<file path="src/rtl/nrzi_rx_decoder.sv">
// Inverting-NRZI line receiver: decodes levels, hunts for the sync byte, then
// removes stuffed zeros and emits payload bytes LSB-first with a valid pulse.
module nrzi_rx_decoder #(
    parameter logic [7:0] SYNC_PATTERN = 8'h80,
    parameter int         MAX_ONES     = 6
) (
    input  logic       clk,
    input  logic       rst_n,
    input  logic       bit_en,
    input  logic       rx_en,
    input  logic       din,
    output logic [7:0] dout,
    output logic       dout_valid,
    output logic       sync_det,
    output logic       stuff_err,
    output logic       busy
);

    localparam logic [1:0] IDLE = 2'd0;
    localparam logic [1:0] HUNT = 2'd1;
    localparam logic [1:0] DATA = 2'd2;
    localparam logic [1:0] ERR  = 2'd3;

    logic [1:0] state;
    logic       prev_lvl;
    logic [7:0] hunt_sr;
    logic [7:0] data_sr;
    logic [2:0] bit_cnt;
    logic [2:0] ones_cnt;

    logic       dbit;
    logic [7:0] hunt_next;
    logic [7:0] data_next;
    logic       stuff_slot;

    // No level change on the line means a decoded 1.
    assign dbit       = ~(din ^ prev_lvl);
    assign hunt_next  = {dbit, hunt_sr[7:1]};
    assign data_next  = {dbit, data_sr[7:1]};
    assign stuff_slot = (ones_cnt == 3'(MAX_ONES));
    assign busy       = (state == DATA);

    always_ff @(posedge clk or negedge rst_n) begin
        if (!rst_n) begin
            state      <= IDLE;
            prev_lvl   <= 1'b1;
            hunt_sr    <= 8'h00;
            data_sr    <= 8'h00;
            bit_cnt    <= 3'd0;
            ones_cnt   <= 3'd0;
            dout       <= 8'h00;
            dout_valid <= 1'b0;
            sync_det   <= 1'b0;
            stuff_err  <= 1'b0;
        end else begin
            dout_valid <= 1'b0;
            sync_det   <= 1'b0;
            stuff_err  <= 1'b0;

            // The decoder keeps tracking the line even outside a packet window.
            if (bit_en) begin
                prev_lvl <= din;
            end

            if (!rx_en) begin
                state <= IDLE;
            end else begin
                case (state)
                    IDLE: begin
                        state   <= HUNT;
                        hunt_sr <= 8'h00;
                    end
                    HUNT: begin
                        if (bit_en) begin
                            hunt_sr <= hunt_next;
                            if (hunt_next == SYNC_PATTERN) begin
                                state    <= DATA;
                                sync_det <= 1'b1;
                                bit_cnt  <= 3'd0;
                                ones_cnt <= 3'd0;
                                data_sr  <= 8'h00;
                            end
                        end
                    end
                    DATA: begin
                        if (bit_en) begin
                            if (stuff_slot) begin
                                // Stuffed bit is never shifted in; a 1 here breaks the framing.
                                if (dbit) begin
                                    stuff_err <= 1'b1;
                                    state     <= ERR;
                                end else begin
                                    ones_cnt <= 3'd0;
                                end
                            end else begin
                                data_sr  <= data_next;
                                ones_cnt <= dbit ? ones_cnt + 3'd1 : 3'd0;
                                if (bit_cnt == 3'd7) begin
                                    dout       <= data_next;
                                    dout_valid <= 1'b1;
                                    bit_cnt    <= 3'd0;
                                end else begin
                                    bit_cnt <= bit_cnt + 3'd1;
                                end
                            end
                        end
                    end
                    ERR: begin
                        state <= ERR;
                    end
                    default: begin
                        state <= IDLE;
                    end
                endcase
            end
        end
    end

endmodule

</file>
<file path="config.mk">
export PLATFORM = sky130hd
export DESIGN_NAME = nrzi_rx_decoder
export DESIGN_NICKNAME = d
export VERILOG_FILES = /design/src/rtl/nrzi_rx_decoder.sv
export SDC_FILE = /design/constraint.sdc
export NUM_CORES = 1
export LEC_CHECK = 0
export ABC_AREA = 1
export CORE_MARGIN = 5
export CORE_UTILIZATION = 45
export DETAILED_ROUTE_END_ITERATION = 16
export PLACE_DENSITY = 0.66
export REMOVE_ABC_BUFFERS = 1
export SETUP_SLACK_MARGIN = 0.5
export SKIP_LAST_GASP = 1
export SYNTH_ARGS = -nofsm -noshare
export SYNTH_HDL_FRONTEND = slang
export SYNTH_SLANG_ARGS = --single-unit
export TNS_END_PERCENT = 50
</file>
<file path="constraint.sdc">
create_clock -name clk -period 2.1 [get_ports clk]
set_input_delay 0.42 -clock clk [delete_from_list [all_inputs] [get_ports clk]]
set_output_delay 0.42 -clock clk [all_outputs]
set_load 0.01 [all_outputs]
</file>
==> out/results.ini <==
[outcome]
status=completed

[sta]
max_freq_ghz=0.624
tightest_slew_ns=0.485
max_slew_margin_pct=67.6
finClkSkew_ns=0.00779
fin_crit_ns=1.60
setup_viol=0
rsz0062_at_grt=true
finalSetupTns_ns=0
slew_viol_final=0
final.period_utilization_pct=76.3
hold_viol_final=0
fin_ws_ns=0.498

[worst_setup_path]
reg2regPathDepth=7
critPathLaunchType=register
cp-end-kind=primary output
worstPathArrival_ns=1.18
critPathMaxFanout=6
critPathKind=reg2out
cp.required_ns=1.68

[cells_and_area]
fin_nets=211
fin_util_pct=57.2
fillers=315
stdcell_count=249
antenna-diode-count=0
area_growth_pct=25.6
regArea_um2=852
multi_input_area_um2=598
layout-drive-gt1-share_pct=15.3

[logic_synthesis]
synth_cells=173
synth_edf_count=0
syn_avg_cell_area_um2=8.64
synth_flop_cell=dfrtp_1
ys_seq_elements=34
syn_area_um2=1500
synth_most_common_cell=nand2_1
synth_area_leader_cell=dfrtp_1
synthTopCellsByCount=nand2_1, dfrtp_1, o21ai_1
yosys_warnings=0
synthDistinctLibCells=21
async_reset_ff_share_pct=100
synth.top_cell.area_share_pct=55.2
synth_area_leaders=dfrtp_1, nand2_1, o21ai_1
ys_seq_area_share_pct=57.0

[floorplanning]
die_x_um=67.6
pin_count=17
start_util_pct=45.5
rows=21
die_area_um2=4580
core_area_um2=3280
die_height_um=67.6

[run]
drv_cap=0

[place]
dp_hpwl_um=2090
place_ws_ns=0.166
io_buffers=16
dp.cells=236
routabilityCongestion=0.917

[power]
comb_power_share_pct=36.0
power_frac_clock_pct=21.4
switchingPower_uw=631
p_leak_uw=0.000997
p_int_uw=1140
ir_drop_mv=0.362
powerDensity_nw_per_um2=944
power_frac_seq_pct=42.6
swShare_pct=35.6

[global_route]
grt_pass1_wl_um=5350
track_usage_pct=15.6
overflow=0
grt_pass1_vias=1211
grt_start_max_net_pins=35
antenna_found_initial=0

[detailed_routing]
drt_iter0_drc=81
drcViolationCount=0
firstDrtPassIters=4
antenna_left=0
wl_per_cell_um=12.1
viasPerCell=4.92
wl_um=3020
vias=1226

[clocking]
htree_levels=2
cts_buffer_depth=2
postCtsHoldBufs=0
path_clk_slew_ns=0.11
cts_tree=built
numCtsBuffers=5
root_buffer=clkbuf_4
clock_latency_ns=0.33
cts.sinks=34

[min_path]
hp-class=in2reg
min_path_cells=3

-- cell usage in the layout, fill, tap and decap left out, types with 2 or more instances in the layout --
cell,instances
dfrtp_1,33
nor2_1,8
a21oi_1,2
dlygate4sd2_1,10
inv_2,4
o22ai_1,7
nand2_1,62
o21ai_0,4
clkdlybuf4s50_1,4
ha_1,3
nand2_4,2
nand3_1,5
nand3_2,2
clkbuf_4,5
buf_4,6
inv_1,14
o21ai_1,15
-- critical path, cell delays in order (launching register included) --
cell	delay, ns
dfrtp_1	0.40
buf_4	0.14
nand2_4	0.09
clkinv_1	0.08
buf_2	0.14
-- state kept, by name, indices dropped and copies added, names as in the netlist --
name,count
bit_cnt,3
data_sr,7
dout,8
dout_valid,1
hunt_sr,7
ones_cnt,3
prev_lvl,1
state,2
stuff_err,1
sync_det,1
-- path summary, 6_finish.rpt --
check | startpoint | end | slack [ns]
max | state[1]$_DFFE_PN0P_ | busy | 0.50
min | bit_en | prev_lvl$_DFFE_PN1P_ | 0.46
max reg2reg | state[0]$_DFFE_PN0P_ | data_sr[4]$_DFFE_PN0P_ | 0.59
min reg2reg | dout[6]$_DFFE_PN0P_ | dout[6]$_DFFE_PN0P_ | 0.48
max in group asynchronous | rst_n | prev_lvl$_DFFE_PN1P_ | 1.28
min in group asynchronous | rst_n | stuff_err$_DFF_PN0_ | 0.49
-- per-stage QoR --
step | power, uW | instance area, um^2 | hold slack (ns)
floorplan | 1100 | 1480 | 0.124
global placement | 1250 | 1740 | 0.461
detailed placement | 1270 | 1740 | 0.464
CTS | 1700 | 1820 | 0.488
global route | 1900 | 1880 | 0.494
finish | 1770 | 1880 | 0.458
-- layout make-up --
class | instances | area share, %
Sequential cell | 34 | 45.4
Clock inverter | 2 | 0.666
Tap cell | 46 | 3.06
Multi-Input combinational cell | 118 | 31.8
Timing Repair Buffer | 24 | 12.5
Inverter | 19 | 3.80
Clock buffer | 6 | 2.73
-- what timing repair did --
action                                  4_1_cts  5_1_grt
resized for setup                            14       10
gates cloned                                  0        1
pin swaps                                     0        3
setup buffers                                 2        2
endpoints found under the setup margin       32       33
-- routing by layer --
metal	part of all wire, %	GRT usage (%)	vias up
met1	46	18.9	576
met5	0	0	-
li1	-	-	621
met2	49	25.9	25
met3	4.0	4.33	4
met4	1.2	6.33	0
-- power groups by stage --
stage,registers [uW],logic [uW],clock network (uW)
floorplan,776,326,0
global placement,774,478,0
detailed placement,779,495,0
CTS,758,542,397
global route,760,719,421
finish,754,639,379
-- kinds of logic (layout without fill, tap and decap cells) --
logic type	after synthesis	in the layout	share of synthesized area (%)
AND/OR/NAND/NOR	84	84	22.8
AO/OA/AOI/OAI	30	30	11.3
adder cells (fa/ha/maj)	4	4	3.35
flip-flops	34	34	57.0
buffers and inverters	21	51	5.61
Power figures use the tool's default switching activity.
==> RTL edit 1, RTL diff (same settings) <==
Reset style: synchronous (`rst_n`), changed in one clocked block.
--- a/src/rtl/nrzi_rx_decoder.sv
+++ b/src/rtl/nrzi_rx_decoder.sv
@@ -41,5 +41,5 @@
     assign busy       = (state == DATA);
 
-    always_ff @(posedge clk or negedge rst_n) begin
+    always_ff @(posedge clk) begin
         if (!rst_n) begin
             state      <= IDLE;
Check against the original RTL: differs if rst_n is asserted again (counterexample within 4 cycles, from zero or initial values and one cycle with rst_n low); with rst_n held inactive, the same outputs for 10 cycles.
==> RTL edit 1 against the original RTL <==
Global-route usage shrank 0.29 points. Critical endpoint is now dout[6]. Sequential cell count unchanged. Via count up 18%. Final cell count grew 19%. Synthesized area grew 13%. Routed wire length rose by 19%. First-iteration DRC count down 14%. Critical path type unchanged. Final area grew 9.9%. Non-clock buffer count grew 1. Worst setup slack improved by 0.031 ns. Die area grew 11%.
Power is not compared: it rests on default switching activity, and its combinational part moved more than twofold at a synthesized area within 25%.
==> RTL edit 1: results (changes against the original RTL) <==
[critical_path]
r2r_cells=8  ; +1
crit_fanout=2  ; -4
cp-endpoint=dout[6]
slowest_delay_ns=0.54  ; +0.14 ns
crit_family=buffers and inverters
startpoint=dout[6]
r2r_start=state[0]
r2r_end=data_sr[4]

[route]
drt-total-wl_um=3610  ; +19%
vias_per_cell=4.86  ; -1.4%

[clocking]
cts-root-buf=clkbuf_8
worstSkewPairLatency_ns=0.29  ; -0.04 ns
clk_pin_slew_ns=0.07  ; -0.04 ns

[placed_design]
place_inst=286  ; +21%
routabilityCongestion=0.803  ; -12%
dp_hpwl_um=2220  ; +6.3%

[layout]
fillers=370  ; +17%
drive_above_1_share_pct=19.7  ; +4.4 points

[synthesis]
synth.avg_cell_area_sq_um=7.52  ; -13%
ys_top_cells_by_area=dfxtp_1, nor2_1, nand2_1, ha_1, nand3_1
synth_flop_cell=dfxtp_1
synth_common_cells=nor2_1, nand2_1, dfxtp_1, nand3_1, inv_1

[timing]
slew_headroom_pct=65.3  ; -2.3 points

[outcome]
outcome=finished, final reports clean

[grt]
grt_pass1_vias=1335  ; +10%

## RTL edit 1: per-layer routing
metal | up-vias | part of all wire, % | global-route usage (%)
li1 | 769 | - | -
met1 | 640 | 50 | 19.2
met2 | 23 | 44 | 23.5
met3 | 10 | 4.2 | 5.40
met4 | 0 | 2.5 | 6.89
met5 | - | 0 | 0
## RTL edit 1: metrics by stage
stage | setup slack (ns) | area [sq um] | power [mW] | hold WS [ns]
after floorplan | 0.421 | 1610 | 0.852 | 0.461
after global placement | 0.167 | 1890 | 0.918 | 0.479
after detailed placement | 0.133 | 1890 | 0.921 | 0.488
after CTS | 0.491 | 2020 | 1.44 | 0.505
after global routing | 0.474 | 2060 | 1.51 | 0.515
final | 0.528 | 2060 | 1.43 | 0.471
## RTL edit 1: report_power, final
part | internal [mW] | total (mW) | switching (mW)
clock network | 0.264 | 0.498 | 0.234
registers | 0.672 | 0.697 | 0.0244
logic | 0.101 | 0.237 | 0.136
total | 1.04 | 1.43 | 0.394
## RTL edit 1: cell families after synthesis
kind of cell,share of synthesized area [%]
buf+inv,9.21
flops,40.4
simple gates,28.5
xor+xnor,0.520
fa+ha+maj,6.69
compound gates,14.7
## RTL edit 1: tightest hold or removal path, stage by stage
cell	delay, ns
dlymetal6s2s_1	0.16
a21oi_1	0.08
o21ai_0	0.06
## RTL edit 1: layout make-up
type | count | area [sq um] | share of cell area (%)
sequential | 34 | 683 | 33.1
clock inverter | 1 | 5.00 | 0.242
tap | 48 | 60.1 | 2.91
timing repair buffer | 25 | 254 | 12.3
clock buffer | 7 | 86.3 | 4.18
inverter | 21 | 78.8 | 3.82
multi-input combinational | 161 | 897 | 43.5
## RTL edit 1: timing repair
item / CTS / global route
cloned: 1 / 1
resized for setup: 10 / 6
pin swaps: 1 / 1
hold buffers: 0 / 0
setup buffers: 0 / 1
setup endpoints to repair: 16 / 33
## RTL edit 1: worst min path at each step
stage	from	end	slack, ns	cells after the start
2_1_floorplan	data_sr[1]	data_sr[1]	0.46	2
3_3_place_gp	data_sr[1]	data_sr[1]	0.48	2
3_5_place_dp	hunt_sr[7]	hunt_sr[7]	0.49	2
4_1_cts	bit_cnt[1]	bit_cnt[1]	0.50	2
5_1_grt	hunt_sr[7]	hunt_sr[7]	0.51	2
6_report	din	prev_lvl	0.47	3
==> RTL edit 2, RTL diff (same settings) <==
Made on the original files. Change the parameter `MAX_ONES` from 6 to 3.
--- a/src/rtl/nrzi_rx_decoder.sv
+++ b/src/rtl/nrzi_rx_decoder.sv
@@ -3,5 +3,5 @@
 module nrzi_rx_decoder #(
     parameter logic [7:0] SYNC_PATTERN = 8'h80,
-    parameter int         MAX_ONES     = 6
+    parameter int         MAX_ONES     = 3
 ) (
     input  logic       clk,
Behaviour: not the same (a bounded check fails within 10 cycles, from zero or initial values and one cycle with rst_n low).
==> RTL edit 2 against the original RTL <==
Worst setup slack got worse by 0.00074 ns. Synthesized area rose by 2.2%. Final area fell by 1.5%. Highest routed layer unchanged. Clock skew fell by 0.0031 ns. Total power fell by 8.8%. Worst hold slack improved by 0.025 ns. Routed wire length fell by 9.6%. Final cell count fell by 6.0%. Sequential cell count did not move. Utilization fell by 1.3 points.
==> RTL edit 2: results (changes against the original RTL) <==
[layout]
diodes=0  ; unchanged
top_regs=dout x8, data_sr x7, hunt_sr x7
nNetsFinal=198  ; -6.2%
fillers=322  ; +2.2%
drive_above_1_share_pct=19.1  ; +3.9 points

[timing]
clock_skew_ns=0.00468  ; -0.00312 ns
slew_headroom_pct=72.0  ; +4.4 points

[route]
wl_per_cell_um=11.7  ; -3.8%
vias=1139  ; -7.1%
met3_wirelength_um=136  ; +13%
wl_met2_um=1310  ; -11%
maxUsedRoutingLayer=met4
wl_met1_um=1240  ; -11%
drt-initial-drc-count=49  ; -40%
dr.pass1.iters=4  ; unchanged

[grt]
grt_use_total_pct=13.6  ; -2.0 points
antenna_found_initial=0  ; unchanged
grt_pass1_wl_um=4630  ; -14%
grt_start_max_net_pins=35  ; unchanged

[clocking]
ctsHoldBuffers=0  ; unchanged
clk_pin_slew_ns=0.09  ; -0.02 ns
htreeDepth=2  ; unchanged
cts-root-buf=clkbuf_4
clock_path_buffers=2  ; unchanged
cts_buffers=5  ; unchanged
worstSkewPairLatency_ns=0.32

[synthesis]
async_flop_share_pct=100  ; unchanged
synth_common_cells=nand2_1, dfrtp_1, inv_1, o21ai_0, o21ai_2
yosys_warnings=0  ; unchanged
synth-seq-area-share_pct=55.8  ; -1.2 points
ys_types=20  ; -4.8%
ys_top_cells_by_area=dfrtp_1, nand2_1, inv_1, o21ai_2, o21ai_0

[critical_path]
crit_fanout=1  ; -5
cpMaxStageDelayCell=clkdlybuf4s50_1
worst_ep_arrival_time_ns=1.18  ; about the same
slowest_delay_ns=0.53  ; +0.13 ns
startpoint=dout_valid
r2r_start=ones_cnt[0]
crit_family=buffers and inverters

[min_path]
hold_path_class=flop to flop
worstHoldStart=dout[0]

[power_and_ir_drop]
power.leakage_nw=0.952  ; -4.5%
p_int_mw=1.07  ; -6.2%
irDropWorstVdd_mv=0.474  ; +31%

[placed_design]
numPortBuffers=16  ; unchanged
dp_hpwl_um=1920  ; -8.1%
routabilityCongestion=0.757  ; -17%

[outcome]
outcome=finished, final reports clean

RTL edit 2: changes by cell type after synthesis, moves of 2 or more:
cell / unedited run / this run
nor2_1: 9 / 6
inv_2: 4 / 0
o21ai_2: 0 / 8
nand2_4: 0 / 2
nand2_1: 64 / 47
inv_1: 14 / 26
buf_6: 0 / 2
o21ai_0: 4 / 11
o21ai_1: 15 / 0
RTL edit 2: timing repair:
item	4_1_cts	5_1_grt
gates cloned	0	1
setup buffers	1	2
pin swaps	2	3
setup endpoints to repair	21	28
gates resized for setup	9	12
RTL edit 2: worst paths after layout:
check,to,slack (ns),cells after the start
max in group asynchronous,prev_lvl,1.28,2
min,dout[0],0.48,2
min reg2reg,dout[0],0.48,2
max,dout_valid,0.50,1
max reg2reg,dout[2],0.57,7
min in group asynchronous,bit_cnt[0],0.49,2
RTL edit 2: power by group through the flow:
stage                     Combinational (mW)  Sequential, mW  Clock, mW
after floorplan                        0.316           0.806          0
after detailed placement               0.437           0.817          0
after global placement                 0.418           0.813          0
after CTS                              0.446           0.806      0.360
after global routing                   0.528           0.819      0.385
final                                  0.467           0.808      0.342
RTL edit 2: final cells by class:
type	count	area share [%]
flip-flops and latches	34	46.1
multi-input cells	101	32.3
repair buffers	21	10.5
inverters	26	5.27
well taps	46	3.11
clock buffers	6	2.77
RTL edit 2: cell families after synthesis:
kind of cell | Yosys count | share of synthesized area (%)
compound gates | 30 | 13.5
simple gates | 66 | 19.6
buf+inv | 28 | 7.86
flops | 34 | 55.8
fa+ha+maj | 4 | 3.28
RTL edit 2: routing by layer:
metal,track usage [%],vias to the layer above
li1,-,571
met1,16.3,541
met2,21.2,21
met3,4.27,6
met4,8.19,0
met5,0,-
RTL edit 2: metrics by stage:
stage | area [sq um] | cells | setup slack [ns]
floorplan | 1510 | 160 | 0.604
global placement | 1740 | 224 | 0.210
detailed placement | 1740 | 224 | 0.152
CTS | 1790 | 231 | 0.451
global route | 1850 | 234 | 0.436
finish | 1850 | 234 | 0.497
